<file path="config.mk">
export PLATFORM = sky130hd
export DESIGN_NAME = tdc_meas_sequencer
export DESIGN_NICKNAME = d
export VERILOG_FILES = /design/src/rtl/tdc_meas_sequencer.sv
export SDC_FILE = /design/constraint.sdc
export NUM_CORES = 1
export LEC_CHECK = 0
export ABC_AREA = 1
export ABC_CLOCK_PERIOD_IN_PS = 2600
export CORE_MARGIN = 3
export CORE_UTILIZATION = 50
export DETAILED_ROUTE_END_ITERATION = 10
export GPL_TIMING_DRIVEN = 1
export HOLD_SLACK_MARGIN = 0.1
export PLACE_DENSITY_LB_ADDON = 0.08
export SETUP_SLACK_MARGIN = 0.1
export SLEW_MARGIN = 10
export SYNTH_ARGS = -nofsm -noshare
export SYNTH_HDL_FRONTEND = slang
export SYNTH_SLANG_ARGS = --single-unit
</file>
<file path="constraint.sdc">
create_clock -name clk_i -period 2.6 [get_ports clk_i]
set_input_delay 0.26 -clock clk_i [delete_from_list [all_inputs] [get_ports clk_i]]
set_output_delay 0.26 -clock clk_i [all_outputs]
set_load 0.05 [all_outputs]
</file>
<file path="src/rtl/tdc_meas_sequencer.sv">
// rtl/tdc_meas_sequencer.sv - start/stop time measurement sequencer with hit FIFO
module tdc_meas_sequencer #(
  parameter int CNT_W    = 16,
  parameter int MAX_HITS = 4,
  parameter int TIMEOUT  = 1000,
  parameter int HIT_W    = 2
) (
  input  logic             clk_i,
  input  logic             reset_i,
  input  logic             arm_i,
  input  logic             abort_i,
  input  logic             start_edge_i,
  input  logic             stop_edge_i,
  output logic             det_arm_o,
  output logic             busy_o,
  output logic             res_valid_o,
  input  logic             res_ready_i,
  output logic [CNT_W-1:0] res_data_o,
  output logic [HIT_W-1:0] res_idx_o,
  output logic             res_last_o,
  output logic             done_o,
  output logic [HIT_W:0]   hit_count_o,
  output logic             timeout_flag_o
);

  typedef enum logic [1:0] {
    S_IDLE  = 2'd0,
    S_ARMED = 2'd1,
    S_RUN   = 2'd2,
    S_DRAIN = 2'd3
  } state_t;

  localparam logic [CNT_W-1:0] LAST_RUN_CNT = CNT_W'(TIMEOUT - 1);
  localparam logic [HIT_W:0]   LAST_HIT_CNT = (HIT_W+1)'(MAX_HITS - 1);

  state_t           state_q, state_d;
  logic [CNT_W-1:0] coarse_q, coarse_d;
  logic [HIT_W:0]   hit_count_q, hit_count_d;
  logic             timeout_flag_q, timeout_flag_d;

  logic [CNT_W-1:0] fifo_data_q [MAX_HITS];
  logic [HIT_W-1:0] fifo_idx_q  [MAX_HITS];
  logic [HIT_W-1:0] wr_ptr_q, wr_ptr_d;
  logic [HIT_W-1:0] rd_ptr_q, rd_ptr_d;
  logic [HIT_W:0]   count_q, count_d;

  logic fifo_empty;
  logic push;
  logic pop;
  logic timeout_hit;
  logic last_hit;

  // Abort overrides every event, so it masks both push and pop
  assign fifo_empty  = (count_q == '0);
  assign push        = (state_q == S_RUN) && stop_edge_i && !abort_i;
  assign pop         = !fifo_empty && res_ready_i && !abort_i;
  assign timeout_hit = (state_q == S_RUN) && (coarse_q == LAST_RUN_CNT);
  assign last_hit    = push && (hit_count_q == LAST_HIT_CNT);

  // FSM state register
  always_ff @(posedge clk_i) begin
    if (reset_i) begin
      state_q <= S_IDLE;
    end else begin
      state_q <= state_d;
    end
  end

  // FSM next-state logic
  always_comb begin
    state_d = state_q;
    case (state_q)
      S_IDLE: begin
        if (arm_i && !abort_i) state_d = S_ARMED;
      end
      S_ARMED: begin
        if (abort_i)           state_d = S_IDLE;
        else if (start_edge_i) state_d = S_RUN;
      end
      S_RUN: begin
        if (abort_i)                     state_d = S_IDLE;
        else if (last_hit || timeout_hit) state_d = S_DRAIN;
      end
      S_DRAIN: begin
        if (abort_i || fifo_empty) state_d = S_IDLE;
      end
      default: state_d = S_IDLE;
    endcase
  end

  // FSM outputs; done marks the DRAIN->IDLE cycle itself
  always_comb begin
    det_arm_o = (state_q == S_ARMED) || (state_q == S_RUN);
    busy_o    = (state_q != S_IDLE);
    done_o    = (state_q == S_DRAIN) && fifo_empty && !abort_i;
  end

  // Measurement bookkeeping: coarse timer, hit counter, timeout flag
  always_comb begin
    coarse_d       = coarse_q;
    hit_count_d    = hit_count_q;
    timeout_flag_d = timeout_flag_q;
    if (state_q == S_IDLE && arm_i && !abort_i) begin
      hit_count_d    = '0;
      timeout_flag_d = 1'b0;
    end
    if (state_q == S_ARMED && start_edge_i && !abort_i) begin
      coarse_d = '0;
    end
    if (state_q == S_RUN) begin
      coarse_d = coarse_q + CNT_W'(1);
    end
    if (push) begin
      hit_count_d = hit_count_q + (HIT_W+1)'(1);
    end
    // Filling the last slot wins over a coincident timeout
    if (timeout_hit && !abort_i && !last_hit) begin
      timeout_flag_d = 1'b1;
    end
  end

  // Bookkeeping registers
  always_ff @(posedge clk_i) begin
    if (reset_i) begin
      coarse_q       <= '0;
      hit_count_q    <= '0;
      timeout_flag_q <= 1'b0;
    end else begin
      coarse_q       <= coarse_d;
      hit_count_q    <= hit_count_d;
      timeout_flag_q <= timeout_flag_d;
    end
  end

  // FIFO pointer/occupancy next state; abort empties the queue
  always_comb begin
    wr_ptr_d = wr_ptr_q;
    rd_ptr_d = rd_ptr_q;
    count_d  = count_q;
    if (abort_i) begin
      wr_ptr_d = '0;
      rd_ptr_d = '0;
      count_d  = '0;
    end else begin
      if (push) wr_ptr_d = wr_ptr_q + HIT_W'(1);
      if (pop)  rd_ptr_d = rd_ptr_q + HIT_W'(1);
      if (push && !pop)      count_d = count_q + (HIT_W+1)'(1);
      else if (pop && !push) count_d = count_q - (HIT_W+1)'(1);
    end
  end

  // FIFO pointer registers
  always_ff @(posedge clk_i) begin
    if (reset_i) begin
      wr_ptr_q <= '0;
      rd_ptr_q <= '0;
      count_q  <= '0;
    end else begin
      wr_ptr_q <= wr_ptr_d;
      rd_ptr_q <= rd_ptr_d;
      count_q  <= count_d;
    end
  end

  // FIFO storage; contents are don't-care while empty so no reset is needed
  always_ff @(posedge clk_i) begin
    if (push) begin
      fifo_data_q[wr_ptr_q] <= coarse_q;
      fifo_idx_q[wr_ptr_q]  <= hit_count_q[HIT_W-1:0];
    end
  end

  // Result port; payload forced to zero while empty so reset shows all-zero outputs
  always_comb begin
    res_valid_o    = !fifo_empty;
    res_data_o     = fifo_empty ? '0 : fifo_data_q[rd_ptr_q];
    res_idx_o      = fifo_empty ? '0 : fifo_idx_q[rd_ptr_q];
    res_last_o     = !fifo_empty
                     && (state_q == S_DRAIN || state_q == S_IDLE)
                     && (({1'b0, fifo_idx_q[rd_ptr_q]} + (HIT_W+1)'(1)) == hit_count_q);
    hit_count_o    = hit_count_q;
    timeout_flag_o = timeout_flag_q;
  end

endmodule

</file>
# Yosys cells after proc, flatten, opt, wreduce, memory -nomap -nowiden
# Memory sizes are Yosys's and may differ from the RTL's. A register that Yosys moved wholly into a read port is not among the register bits.
# Index checks and enable logic that the tools add are counted.
word_totals:
  mem_bits_rw: 72
  register_bits: 29
  n_memories: 2
  input_bits: 7
  output_inout_bits: 27
memory_table:
  columns: ["memory", "depth", "width", "rd", "rd_clocked_by_memory_dff", "wr", "line_no", "text"]
  rows:
  - ["fifo_data_q", 4, 16, 1, 1, 1, "41", "logic [CNT_W-1:0] fifo_data_q [MAX_HITS];"]
  - ["fifo_idx_q", 4, 2, 1, 1, 1, "42", "logic [HIT_W-1:0] fifo_idx_q [MAX_HITS];"]
op_classes:
  n_reduce_logical: 37
  mux: 23
  n_addsub: 7
  eq_ne: 10
op_table:
  columns: ["op", "count"]
  rows:
  - ["2-to-1 mux 16 bit", 3]
  - ["2-to-1 mux 2 bit", 11]
  - ["logical AND 1 bit", 19]
  - ["adder 16 x 1 -> 16 bit (second input constant)", 1]
  - ["equality test 16 x 10 -> 1 bit (second input constant)", 1]
  - ["2-to-1 mux 3 bit", 4]
  - ["nonzero test 2 bit", 5]
  - ["case mux 2 bit (4 select lines)", 1]
  - ["adder 3 x 1 -> 3 bit (second input constant)", 2]
  - ["logical NOT 1 bit", 5]
  - ["adder 2 x 1 -> 2 bit (second input constant)", 2]
  - ["equality test 2 bit (second input constant)", 2]
  - ["logical OR 1 bit", 4]
  - ["2-to-1 mux 1 bit", 4]
  - ["!= test 2 bit (second input constant)", 2]
  - ["AND reduction 4 bit", 1]
  - ["adder 2 x 1 -> 3 bit (second input constant)", 1]
  - ["equality test 3 x 2 -> 1 bit (second input constant)", 1]
  - ["equality test 3 bit", 1]
  - ["logical NOT 3 bit", 1]
  - ["!= test 3 x 2 -> 1 bit (second input constant)", 1]
  - ["!= test 3 bit (second input constant)", 1]
  - ["subtractor 3 x 1 -> 3 bit (second input constant)", 1]
  - ["equality test 2 x 1 -> 1 bit (second input constant)", 1]
  - ["2 further kinds", 2]

# Depth between registers and ports, before layout
logic_depth:
  ltp_word: 8
  depth_mapped: 12
  ltp_nobuf: 12

# Worst setup path before layout
# No wires, ideal clock.
synth_timing:
  path_kind: "reg2out"
  from: "register state_q[0]"
  to: "output port res_last_o"
  required_time_ps: 2340
  path_slack_ps: -481
  stages_incl_launch_ff: 5
  path_buffers: 0
  arrival_time_ps: 2821
  cell_sequence: "dfxtp_1 -> inv_1 -> ha_1 -> or2_2 -> nor4_1"
synth_via:
  elab_chain_len: 4
synth_lines:
  columns: ["item", "line_no", "text"]
  rows:
  - ["from (decl)", "36", "state_t state_q, state_d;"]
  - ["from (signal assigned)", "65", "state_q <= state_d;"]
  - ["equality test 2 bit / logical NOT 2 bit (equally long branches)", "179", "&& (state_q == S_DRAIN || state_q == S_IDLE)"]
  - ["logical OR 1 bit (*)", "179", null]
  - ["logical AND 1 bit (*)", "179", null]
  - ["logical AND 1 bit (*)", "180", "&& (({1'b0, fifo_idx_q[rd_ptr_q]} + (HIT_W+1)'(1)) == hit_count_q);"]
  - ["to (decl)", "20", "output logic res_last_o,"]
# Every way passes the cells marked *; elsewhere a longest branch is shown, timed or not.

==> metrics.txt <==
Fin Clk Skew between 0.009 and 0.01 ns; vias in the first global route between 3000 and 4000; Yosys reg bits just over 100; total track usage around a fifth; reg-to-reg setup timing slack about 0.49 ns; CP max FO 17; root buffer cell clkbuf_8; CP delay by family, top simple AND/OR/NAND/NOR gates; P&R area growth vs syn 14.4%; Final #Nets roughly 530; Netlist Area Pre-Place roughly 4500 µm²; Yosys Warn Count 0; initial core utilization around half; WP data required 2.34 ns; Mapped Cells around 460; Fill cells roughly 800; critical path launch point type flip-flop; worst-path cell chain inv_6 > nor2_1 > nor2_1 > o21ai_1 > nand2_1 > ha_1 > xor2_1 > nor4_4 > buf_12; routed vias 3282; RSZ-0062 raised after global routing false; crit path max-delay cell type dfxtp_4; CTS Sinks roughly 100; Avg WL per Cell 15.8 µm; crit end category output port; Largest stage delay, worst path around 0.40 ns; Worst Path Arrival about 2.1 ns; I/O pin total 34; fmax around 420 MHz; layout cell share with drive strength beyond 1 12.9%; fin. max-slew vios 0; total grt overflow 0; Gate power share roughly 6.1%; Clock Path Buffers 2; Synth Net Count between 400 and 500; area leader, netlist edfxtp_1; Int Power 2.14 mW; Hold Crit Class reg2reg; R2R Path End count_q[2]; Setup Viol. Count Final 0; std cell rows 34; DIE HEIGHT slightly above 100 µm; Relative slew margins about two thirds; Hold Path Stages 2; Hold Crit Endpoint timeout_flag_o; Final Cycle Share about nine tenths; Reg power frac between 60 and 70%; Power Density 535 nW/µm²; Horiz. Die Dim between 100 and 150 µm; Psw between 600 and 700 µW; CTS tree built; clock-pin slew on the worst setup and hold paths ~0.090 ns; die area 10300 µm²; switching part of the total power a little under a quarter; min-delay src timeout_flag_o; Synth area leaders edfxtp_1 48%, dfxtp_1 14%, nor2_1 8.3%; count of cell types in the netlist 38; DRT iter0 DRCs roughly 240; most used flip-flop cell after synthesis edfxtp_1; GPL Wtd Cong between 0.8 and 0.9; global-route wire length before repair roughly 16 mm; Crit Path Class reg2out; total power between 2 and 3 mW; Worst Tran Pin Value approximately 0.5 ns; HPWL reported at the end of detailed placement between 6 and 7 mm; Final ANT Viol Nets 0; Total Wirelength between 9 and 10 mm; hold-fix buffer count after cts 0; via-per-instance ratio between 5 and 6; largest net degree at the start of global routing 33; leakage 1.99 nW; EDFF count, synth between 70 and 80; Synth top area share a little under half; Peak supply drop between 0.3 and 0.4 mV; Mapped Avg Cell Area 9.80 µm²; asr flop ratio synth 0%; Buf/Inv on CP 2; Commonest cells post-synth 100 x nor2_1, 72 x edfxtp_1, 58 x nand2_1, 40 x inv_1, 40 x o21ai_0; sequential fraction of the synthesis area 61.2%; Critical R2R Launch state_q[0]; # port buffers 33; R2R cell count 11; clock network fraction of total power roughly 31%; status finished clean; Num CTS Buffers 9; Clk Latency, worst-skew pair between 0.3 and 0.4 ns; min Tclk post-route 2.37 ns; H-tree depth 3; count leader, synth nor2_1; most frequent CP cell nor2_1; # DRC 0; total iterations of the first detailed-routing run 5; initial antenna violation count 0; Max-Cap Viols 0; Fin. Hold Viols 0; antenna cells 0; total core area around 8800 µm²; setup TNS 0 ns
[per-layer routing]
metal	share of wire [%]	track usage, %	wire (µm)	up-vias
li1	-	-	-	1648
met1	46	27.8	4510	1552
met2	48	32.2	4670	78
met3	5.6	3.72	546	4
met4	0.44	4.91	43	0
met5	0	0	0	-
[cell type report]
cell class	count	area (µm²)	area share (%)
Multi-Input combinational cell	302	1550	29.7
Inverter	44	173	3.32
Tap cell	108	135	2.60
Sequential cell	103	2790	53.6
Timing Repair Buffer	46	390	7.51
Clock inverter	5	35.0	0.674
Clock buffer	11	131	2.53
[cell families after synthesis]
logic type / after synthesis / synth area share, %
AND/OR/NAND/NOR: 191 / 17.7
adder cells (fa/ha/maj): 14 / 4.02
buffers and inverters: 59 / 5.20
AO/OA/AOI/OAI: 93 / 11.1
flip-flops: 103 / 61.2
XOR/XNOR: 4 / 0.770
[timing repair]
item | CTS | global route
setup endpoints to repair | 1 | 1
resized for setup | 2 | 9
pin swaps | 0 | 3
buffers inserted | 0 | 2
[cell usage in the layout (no fill, tap or decap), drive strengths merged]
cell type / n
xor2: 4
dfxtp: 31
nand3: 15
fa: 1
o211a: 1
o21ai: 42
o31ai: 1
o211ai: 1
nand2: 60
edfxtp: 72
nor3: 3
nor3b: 1
o22ai: 2
buf: 33
ha: 13
inv: 44
or2: 3
clkinvlp: 1
a21o: 2
a21boi: 2
clkdlybuf4s50: 13
nor4: 1
a21oi: 36
nand4: 6
clkinv: 4
a211oi: 4
o32ai: 1
nor2: 102
clkbuf: 11
o21a: 1
[worst max path at each step]
stage          depth (start not counted)  slack [ns]       start    endpoint
6_report                               9        0.23   flip-flop  res_last_o
5_1_grt                                9        0.09   flip-flop  res_last_o
4_1_cts                                8        0.16   flip-flop  res_last_o
3_5_place_dp                          11        0.28     abort_i  count_q[2]
3_3_place_gp                          11        0.30     abort_i  count_q[2]
2_1_floorplan                          4        0.39  state_q[0]  res_last_o
[worst register-to-register path, stage by stage (launching register included)]
cell     delay [ns]
dfxtp_1        0.34
inv_1          0.10
ha_1           0.22
nand3_4        0.14
inv_1          0.16
ha_1           0.16
inv_1          0.06
fa_1           0.37
o21ai_0        0.17
a21o_1         0.12
a21oi_1        0.06
o21a_1         0.11
[per-stage QoR]
step                std cells  cell area (µm²)  hold WS (ns)  setup slack (ns)  utilization (%)
floorplan                 464             4560         0.445             0.385                -
global placement          601             5000         0.458             0.303             57.1
detailed placement        601             5000         0.481             0.275             57.1
CTS                       617             5170         0.496             0.164             59.0
global route              619             5200         0.525            0.0861             59.4
finish                    619             5200         0.494             0.232             59.4
[state kept, by name, summed over array words and instances (netlist names), named ones only]
name,flops
coarse_q,16
count_q,3
fifo_data_q,64
fifo_idx_q,8
hit_count_o,3
rd_ptr_q,2
state_q,2
timeout_flag_o,1
wr_ptr_q,2
[power groups by stage]
stage               clock [mW]  combinational [mW]  sequential (mW)
floorplan                    0               0.115             1.78
global placement             0               0.170             1.78
detailed placement           0               0.170             1.78
CTS                      0.889               0.171             1.75
global route             0.964               0.184             1.75
finish                   0.867               0.169             1.74
Note: power is estimated with default switching activity, not from simulation.
